### src/rtl/output_counter_gen_pkg.sv
// Shared constants, channel state type and helpers for the output_counter_gen block.
// Optional wrap-event counter is enabled by defining OUTPUT_COUNTER_GEN_WRAPCNT_EN.
package output_counter_gen_pkg;

  localparam logic MODE_WRAP = 1'b0;
  localparam logic MODE_STOP = 1'b1;
  localparam int   WRAPCNT_W = 8;

  typedef enum logic {
    CH_RUN  = 1'b0,
    CH_DONE = 1'b1
  } chState_e;

  // Saturating increment used by the wrap-event counter; sticks at all-ones.
  function automatic logic [WRAPCNT_W-1:0] satInc(input logic [WRAPCNT_W-1:0] value);
    return (value == {WRAPCNT_W{1'b1}}) ? value : value + 1'b1;
  endfunction

endpackage

### src/rtl/output_counter_gen_if.sv
// Control/status bundle of the multi-channel counter; the master side drives controls.
// The o_wrap_cnt field exists only when OUTPUT_COUNTER_GEN_WRAPCNT_EN is defined.
interface output_counter_gen_if #(
  parameter int W    = 3,
  parameter int N_CH = 1
);
  import output_counter_gen_pkg::*;

  logic [N_CH-1:0]           En_o_count;
  logic [N_CH-1:0]           Clr_o_count;
  logic [N_CH-1:0]           Ld_o_count;
  logic [W-1:0]              Ld_val;
  logic [W-1:0]              Term_val;
  logic                      Mode;
  logic [N_CH*W-1:0]         o_count_out;
  logic [N_CH-1:0]           o_tc;
  logic [N_CH-1:0]           o_done;
`ifdef OUTPUT_COUNTER_GEN_WRAPCNT_EN
  logic [N_CH*WRAPCNT_W-1:0] o_wrap_cnt;
`endif

  modport master (
    output En_o_count, Clr_o_count, Ld_o_count, Ld_val, Term_val, Mode,
`ifdef OUTPUT_COUNTER_GEN_WRAPCNT_EN
    input  o_wrap_cnt,
`endif
    input  o_count_out, o_tc, o_done
  );

  modport slave (
    input  En_o_count, Clr_o_count, Ld_o_count, Ld_val, Term_val, Mode,
`ifdef OUTPUT_COUNTER_GEN_WRAPCNT_EN
    output o_wrap_cnt,
`endif
    output o_count_out, o_tc, o_done
  );

endinterface

### src/rtl/output_counter_ch.sv
// One counter channel: count, terminal-count pulse, sticky done state.
// Adds a saturating wrap-event counter when OUTPUT_COUNTER_GEN_WRAPCNT_EN is defined.
module output_counter_ch
  import output_counter_gen_pkg::*;
#(
  parameter int W = 3
) (
  input  logic                 clk,
  input  logic                 rst_n,
  input  logic                 en_i,
  input  logic                 clr_i,
  input  logic                 ld_i,
  input  logic [W-1:0]         ld_val_i,
  input  logic [W-1:0]         term_val_i,
  input  logic                 mode_i,
`ifdef OUTPUT_COUNTER_GEN_WRAPCNT_EN
  output logic [WRAPCNT_W-1:0] wrap_cnt_o,
`endif
  output logic [W-1:0]         count_o,
  output logic                 tc_o,
  output logic                 done_o
);

  logic [W-1:0] count_q;
  logic         tc_q;
  chState_e     state_q;
`ifdef OUTPUT_COUNTER_GEN_WRAPCNT_EN
  logic [WRAPCNT_W-1:0] wrap_q;
`endif

  // tc_q defaults low each cycle so it only pulses after an En-qualified terminal hit.
  always_ff @(posedge clk or negedge rst_n) begin
    if (!rst_n) begin
      count_q <= '0;
      tc_q    <= 1'b0;
      state_q <= CH_RUN;
`ifdef OUTPUT_COUNTER_GEN_WRAPCNT_EN
      wrap_q  <= '0;
`endif
    end else begin
      tc_q <= 1'b0;
      if (clr_i) begin
        count_q <= '0;
        state_q <= CH_RUN;
`ifdef OUTPUT_COUNTER_GEN_WRAPCNT_EN
        wrap_q  <= '0;
`endif
      end else if (ld_i) begin
        count_q <= ld_val_i;
        state_q <= CH_RUN;
      end else if (en_i && (state_q == CH_RUN)) begin
        if (count_q == term_val_i) begin
          tc_q <= 1'b1;
`ifdef OUTPUT_COUNTER_GEN_WRAPCNT_EN
          wrap_q <= satInc(wrap_q);
`endif
          if (mode_i == MODE_STOP) begin
            state_q <= CH_DONE;
          end else begin
            count_q <= '0;
          end
        end else begin
          count_q <= count_q + 1'b1;
        end
      end
    end
  end

  assign count_o = count_q;
  assign tc_o    = tc_q;
  assign done_o  = (state_q == CH_DONE);
`ifdef OUTPUT_COUNTER_GEN_WRAPCNT_EN
  assign wrap_cnt_o = wrap_q;
`endif

endmodule

### src/rtl/output_counter_gen.sv
// N_CH independent counters sharing load/terminal/mode controls.
// Define OUTPUT_COUNTER_GEN_WRAPCNT_EN to add the per-channel o_wrap_cnt output.
module output_counter_gen
  import output_counter_gen_pkg::*;
#(
  parameter int W    = 3,
  parameter int N_CH = 1
) (
  input  logic                 Clock,
  input  logic                 Res_o_count,
  output_counter_gen_if.slave  bus
);

  logic [N_CH-1:0][W-1:0] countArr;
  logic [N_CH-1:0]        tcVec;
  logic [N_CH-1:0]        doneVec;
`ifdef OUTPUT_COUNTER_GEN_WRAPCNT_EN
  logic [N_CH-1:0][WRAPCNT_W-1:0] wrapArr;
`endif

  for (genvar i = 0; i < N_CH; i++) begin : gCh
    output_counter_ch #(
      .W (W)
    ) uCh (
      .clk        (Clock),
      .rst_n      (Res_o_count),
      .en_i       (bus.En_o_count[i]),
      .clr_i      (bus.Clr_o_count[i]),
      .ld_i       (bus.Ld_o_count[i]),
      .ld_val_i   (bus.Ld_val),
      .term_val_i (bus.Term_val),
      .mode_i     (bus.Mode),
`ifdef OUTPUT_COUNTER_GEN_WRAPCNT_EN
      .wrap_cnt_o (wrapArr[i]),
`endif
      .count_o    (countArr[i]),
      .tc_o       (tcVec[i]),
      .done_o     (doneVec[i])
    );
  end

  assign bus.o_count_out = countArr;
  assign bus.o_tc        = tcVec;
  assign bus.o_done      = doneVec;
`ifdef OUTPUT_COUNTER_GEN_WRAPCNT_EN
  assign bus.o_wrap_cnt  = wrapArr;
`endif

endmodule

### src/flat_wrapper.sv
// flat-port wrapper written by rule: the top's interface ports become plain ports
module output_counter_gen_flat import output_counter_gen_pkg::*;
#(
  parameter int W    = 3,
  parameter int N_CH = 1
)
  (Clock, Res_o_count, bus_En_o_count, bus_Clr_o_count, bus_Ld_o_count, bus_Ld_val, bus_Term_val, bus_Mode, bus_o_count_out, bus_o_tc, bus_o_done);
  output_counter_gen_if #(.W(W), .N_CH(N_CH)) bus_i ();
  input  logic Clock;
  input  logic Res_o_count;
  input wire logic [$bits(bus_i.En_o_count)-1:0] bus_En_o_count;
  input wire logic [$bits(bus_i.Clr_o_count)-1:0] bus_Clr_o_count;
  input wire logic [$bits(bus_i.Ld_o_count)-1:0] bus_Ld_o_count;
  input wire logic [$bits(bus_i.Ld_val)-1:0] bus_Ld_val;
  input wire logic [$bits(bus_i.Term_val)-1:0] bus_Term_val;
  input wire logic [$bits(bus_i.Mode)-1:0] bus_Mode;
  output wire logic [$bits(bus_i.o_count_out)-1:0] bus_o_count_out;
  output wire logic [$bits(bus_i.o_tc)-1:0] bus_o_tc;
  output wire logic [$bits(bus_i.o_done)-1:0] bus_o_done;
  assign bus_i.En_o_count = bus_En_o_count;
  assign bus_i.Clr_o_count = bus_Clr_o_count;
  assign bus_i.Ld_o_count = bus_Ld_o_count;
  assign bus_i.Ld_val = bus_Ld_val;
  assign bus_i.Term_val = bus_Term_val;
  assign bus_i.Mode = bus_Mode;
  assign bus_o_count_out = bus_i.o_count_out;
  assign bus_o_tc = bus_i.o_tc;
  assign bus_o_done = bus_i.o_done;
  output_counter_gen #(.W(W), .N_CH(N_CH)) u_core (.Clock(Clock), .Res_o_count(Res_o_count), .bus(bus_i));
endmodule
### config.mk
export PLATFORM = sky130hd
export DESIGN_NAME = output_counter_gen_flat
export DESIGN_NICKNAME = d
export VERILOG_FILES = /design/src/rtl/output_counter_gen_pkg.sv /design/src/rtl/output_counter_gen_if.sv /design/src/rtl/output_counter_ch.sv /design/src/rtl/output_counter_gen.sv /design/src/flat_wrapper.sv
export SDC_FILE = /design/constraint.sdc
export NUM_CORES = 1
export LEC_CHECK = 0
export CAP_MARGIN = 20
export CORE_AREA = 2 2 39 41
export CTS_CLUSTER_SIZE = 24
export DETAILED_ROUTE_END_ITERATION = 7
export DIE_AREA = 0 0 41 43
export PLACE_DENSITY = 0.5
export SLEW_MARGIN = 0
export SYNTH_ARGS = -nofsm -noshare
export SYNTH_HDL_FRONTEND = slang
export SYNTH_SLANG_ARGS = --single-unit
### constraint.sdc
create_clock -name Clock -period 1.6 [get_ports Clock]
set_clock_uncertainty 0.1 [all_clocks]
set_input_delay 0.48 -clock Clock [delete_from_list [all_inputs] [get_ports Clock]]
set_output_delay 0.48 -clock Clock [all_outputs]
set_load 0.02 [all_outputs]
==> results of run 1 <==
## per-stage QoR
| stage | cell area (um^2) | utilization (%) | hold WS [ns] | cells | setup TNS, ns |
|---|---|---|---|---|---|
| floorplan | 314 | - | 0.0844 | 30 | 0 |
| global placement | 534 | 38.6 | 0.407 | 67 | -1.09 |
| detailed placement | 534 | 38.6 | 0.413 | 67 | -1.37 |
| CTS | 586 | 42.3 | 0.361 | 72 | 0 |
| global route | 586 | 42.3 | 0.377 | 72 | 0 |
| finish | 586 | 42.3 | 0.362 | 72 | 0 |
## where the power goes
group	internal (mW)	total [mW]	leakage, nW	switching (mW)
Sequential	0.134	0.138	0.0677	0.00408
Combinational	0.0750	0.139	0.189	0.0636
Clock	0.0939	0.139	0.0150	0.0451
## cell usage in the layout (no fill, tap or decap), types with 3 or more instances in the layout
master           instances
clkdlybuf4s50_1          8
dlygate4sd2_1            8
buf_4                    7
dfrtp_1                  5
nor2_1                   4
xnor2_2                  3
a22oi_1                  3
o2bb2ai_1                3
clkbuf_4                 3
## final timing paths
path,endpoint,start,cells after the start
worst max register to register,u_core.gCh[0].uCh.count_o[2],u_core.gCh[0].uCh.count_o[0],5
worst max-delay path,bus_o_count_out[2],u_core.gCh[0].uCh.count_o[2],1
min in group Clock,u_core.gCh[0].uCh.done_o,u_core.gCh[0].uCh.done_o,1
worst min-delay path,u_core.gCh[0].uCh.tc_o,Res_o_count,1
max in group asynchronous,u_core.gCh[0].uCh.count_o[0],Res_o_count,1
worst min register to register,u_core.gCh[0].uCh.done_o,u_core.gCh[0].uCh.done_o,1
## sequential cells by signal (all words and copies together), names as in the netlist
name                    flops
u_core.gCh.uCh.count_o      3
u_core.gCh.uCh.done_o       1
u_core.gCh.uCh.tc_o         1
## metal layers
metal | wire length (um) | up-vias | part of all wire, %
met1 | 341 | 155 | 39
met2 | 489 | 8 | 56
met3 | 50 | 0 | 5.7
li1 | - | 164 | -
met5 | 0 | - | 0
met4 | 0 | 0 | 0
## cells by family after synthesis
kind of cell | synth area share [%]
xor+xnor | 11.2
compound gates | 26.7
flops | 39.8
buf+inv | 1.59
simple gates | 16.7
fa+ha+maj | 3.98
## what timing repair did
item | in CTS | in global routing
setup buffers | 1 | 0
gates resized for setup | 12 | 0
hold buffers | 0 | 0
pin swaps | 5 | 1
endpoints found under the setup margin | 9 | 3
## layout make-up
class,instances,area (um^2)
well taps,16,20.0
flip-flops and latches,5,125
fillers,143,798
multi-input cells,24,211
clock buffers,4,26.3
repair buffers,23,203
==> impl_metrics.yaml, run 1 <==
status:
  status: "complete, no violations"
global_route:
  met1_usage_pct: 13.1
  antenna_found_initial: 0
  busiest_layer: "met2"
  grt_util_met2_pct: 18.8
  grt_max_degree: 7
  track_usage_pct: 11.9
  grt_pass1_vias: 335
  grt_util_met3_pct: 1.57
  grt_first_pass_wirelength_um: 1370
  grt-ovfl-total: 0
pwr:
  p_leak_nw: 0.272
  powerDensity_nw_per_um2: 710
  p_total_uw: 416
  peakVddDrop_v: 0.000334
critical_path:
  critPathKind: "flop to output pin"
  critical_path_required_ns: 1.02
  critPathMaxStageDelay_ns: 0.38
  crit_buf_inv: 1
  start_kind: "flop"
  r2r_slack_ns: 0.12
  cp.arrival_ns: 0.94
  path_cells: "dlygate4sd2_1"
  crit_family: "flip-flops"
  endpoint_kind: "output pin"
  cp_max_fo: 2
  crit_slowest_cell: "dfrtp_1"
floorplanning:
  die_w_um: 41
  initial_utilization_pct: 22.7
  rows: 14
  die_h_um: 43
  core_region_area_um2: 1380
  die_area_um2: 1760
  ios: 17
placed_design:
  gp_congestion: 0.765
  dp_slack_ns: -0.305
  numPortBuffers: 16
  hpwl_um: 755
yosys:
  synthesis.nets: 43
  yosysMostFrequentCell: "dfrtp_1"
  yosys_warnings: 0
  netlist_area_um2: 314
  yosysSeqAreaShare_pct: 39.8
  ys_seq_elements: 5
  synth_cells: 30
  synth_top_area_share_pct: 39.8
  async_flop_share_pct: 100
  ys_top_cells_by_count: "dfrtp_1, nor2_1, xnor2_1"
  yosysTopAreaCell: "dfrtp_1"
  avgSynthCellArea_um2: 10.5
  synth.area.top_cells: "dfrtp_1, xnor2_1, o2bb2ai_1"
  synth.distinct_cells: 16
  synth_edf_count: 0
  ys.flop_type: "dfrtp_1"
job:
  drv_cap: 0
clock_tree:
  h-tree-depth: 1
  clock_path_buffers: 2
  cts_inserted_buffers: 3
  clk_latency_ns: 0.23
  root_buffer: "clkbuf_4"
  cts_tree: "done"
  cts_sinks: 5
  path_clk_slew_ns: 0.04
route:
  post-route-drc-count: 0
  via_per_inst: 4.54
  drt-total-wl_um: 881
  dr.pass1.iters: 3
  vias: 327
  wl_per_cell_um: 12.2
  first_iter_violations: 4
  drtAntennaViolNets: 0
final_layout:
  antenna_cells: 0
  nets: 70
  areaGrowthSynthToFinish_pct: 86.5
  drive_gt1_share_pct: 30.4
hold_path:
  hp-class: "primary input to async pin"
sta:
  worstMarginPinSlew_ns: 0.244
  relSlewSlack_pct: 83.6
  fin_crit_sh_pct: 95.0
  rsz0062_at_grt: "false"
  max_freq_ghz: 0.658
  worst_slack_ns: 0.0800
  post-route-min-period_ns: 1.52
  finalHoldViolations: 0
  finalSetupViolCount: 0
  slew_viol_final: 0
Power figures use the tool's default switching activity.
==> inputs of run 2 (changes only) <==
--- a/config.mk
+++ b/config.mk
@@ -11,7 +11,7 @@
 export DETAILED_ROUTE_END_ITERATION = 7
 export DIE_AREA = 0 0 41 43
 export PLACE_DENSITY = 0.5
-export SLEW_MARGIN = 0
+export SLEW_MARGIN = 5
 export SYNTH_ARGS = -nofsm -noshare
 export SYNTH_HDL_FRONTEND = slang
 export SYNTH_SLANG_ARGS = --single-unit
==> results of run 2 <==
Same layout as run 1: the final DEF is identical, and so are final timing and power.
==> variant (settings of run 2) <==
Make the reset (`rst_n`) synchronous in one clocked block.
--- a/src/rtl/output_counter_ch.sv
+++ b/src/rtl/output_counter_ch.sv
@@ -30,5 +30,5 @@
 
   // tc_q defaults low each cycle so it only pulses after an En-qualified terminal hit.
-  always_ff @(posedge clk or negedge rst_n) begin
+  always_ff @(posedge clk) begin
     if (!rst_n) begin
       count_q <= '0;
Behaviour: not the same (Yosys sat finds a counterexample within 4 cycles, from zero or initial values; the reset may be asserted at any time).
==> variant against run 2 <==
- highest routed layer is now met4
- sequential power is 4% lower
- critical path type is now input pin to flip-flop
- cell area is 11% higher
- sequential share of layout area is 5.8 points lower
- routed wire length is 7.9% higher
- power is 5.1% lower
- clock power is 12% higher
- setup slack worse by 0.066 ns
- critical endpoint is now u_core.gCh[0].uCh.done_o$_SDFFE_PP0P_
- sequential cell count stayed put
- synthesized area is 16% higher
==> variant: results (changes against run 2) <==
[synthesis]
synthFlopType=dfxtp_1
synth_common_cells=6 x nor2b_1, 5 x dfxtp_1
synth_nets=55  ; +28%
synthArstFlopShare_pct=0  ; -100 points
syn_area_per_cell_um2=8.67  ; -17%
synth_cell_type_count=27  ; +11

[layout]
drive_above_1_share_pct=30.1  ; -0.22 points
fillers=148  ; +3.5%
fin_nets=87  ; +24%
antenna_cells=0  ; unchanged
final_cells=89  ; +24%

[clock_tree]
cts.path.max_buffers=2  ; unchanged
post-cts-setup-buffers=0  ; -1
clock_latency_ns=0.25  ; +0.02 ns
cts_resized=10  ; -2
clkSlewWorstSetupHoldPaths_ns=0.05

[critical_path]
crit_family=simple AND/OR/NAND/NOR gates
reg2regPathDepth=6  ; +1
critical_path_class=input pin to flip-flop
slowest_stage=nor4_4
rrSetupSlack_ns=0.02  ; -0.10 ns
critPathMaxFanout=4  ; +2
critPathArrivalTime_ns=1.68  ; +0.74 ns
timing.rr.end=u_core.gCh[0].uCh.done_o$_SDFFE_PP0P_
timing.critical_path.from=bus_Term_val[1]
rr_startpoint=u_core.gCh[0].uCh.count_o[1]$_SDFFE_PP0P_
slowest_delay_ns=0.34  ; -0.04 ns

[power_and_ir_drop]
p_leak_nw=0.311  ; +14%
p_switching_uw=109  ; -3.0%
p_comb_share_pct=26.8  ; -6.5 points
p_seq_uw=133  ; -4%
ir_worst_vdd_v=0.000242  ; -28%

[detailed_routing]
first_pass_iters=2  ; -1
num_vias=420  ; +28%
wl_per_cell_um=10.7  ; -13%
wl_met1_um=419  ; +23%
top_layer_used=met4
dr_wl_met2_um=461  ; -5.7%
wl_met3_um=39  ; -22%
drtIter0Drc=7  ; +3

[grt]
met2_usage_pct=20.0  ; +1.3 points
grt_max_degree=6  ; -1
grt_pass1_vias=390  ; +16%
grt_pass1_wl_mm=1.59  ; +17%
grt_usage_pct=13.7  ; +1.7 points
met1_usage_pct=17.4  ; +4.3 points

[place]
dpl_cell_area_um2=628  ; +18%
dpl_worst_slack_ns=-0.561  ; -0.256 ns
place_congestion=0.783  ; +2.3%
numPlacedInstances=85  ; +27%
io_buffers=16  ; unchanged
place_hpwl_um=719  ; -4.8%

[worst_hold_path]
worstHoldPathCells=1
hold_class=flip-flop to flip-flop

[status]
status=completed

[timing]
tightest_slew_ns=0.347  ; +0.103 ns
whs_ns=0.419  ; +0.0566 ns
period_share_pct=99.1  ; +4.1 points

## variant: cell count changes in the layout (fill, tap and decap cells not counted), sizes merged, moves of 2 or more
cell,before,now
a22oi,3,0
and2,0,2
and3,0,3
buf,7,11
clkdlybuf4s15,0,2
dfrtp,5,0
dfxtp,0,5
dlygate4sd2,8,5
nor2,4,2
nor2b,1,6
o2bb2ai,3,0
xnor2,4,0
xor2,0,2
## variant: cell type report
class	instances	area [µm²]	share of cell area (%)
timing repair buffer	27	231	35.6
tap	16	20.0	3.08
sequential	5	101	15.6
inverter	1	3.75	0.577
clock buffer	4	26.3	4.04
multi-input combinational	36	268	41.2
## variant: cell families (layout without fill, tap and decap cells)
| group | Yosys count | count (layout) | share of synthesized area, % |
|---|---|---|---|
| compound gates | 8 | 8 | 15.8 |
| xor+xnor | 2 | 2 | 6.87 |
| fa+ha+maj | 1 | 1 | 3.44 |
| buf+inv | 1 | 32 | 1.03 |
| flops | 5 | 5 | 27.5 |
| mux | 1 | 1 | 2.75 |
| simple gates | 24 | 24 | 42.6 |
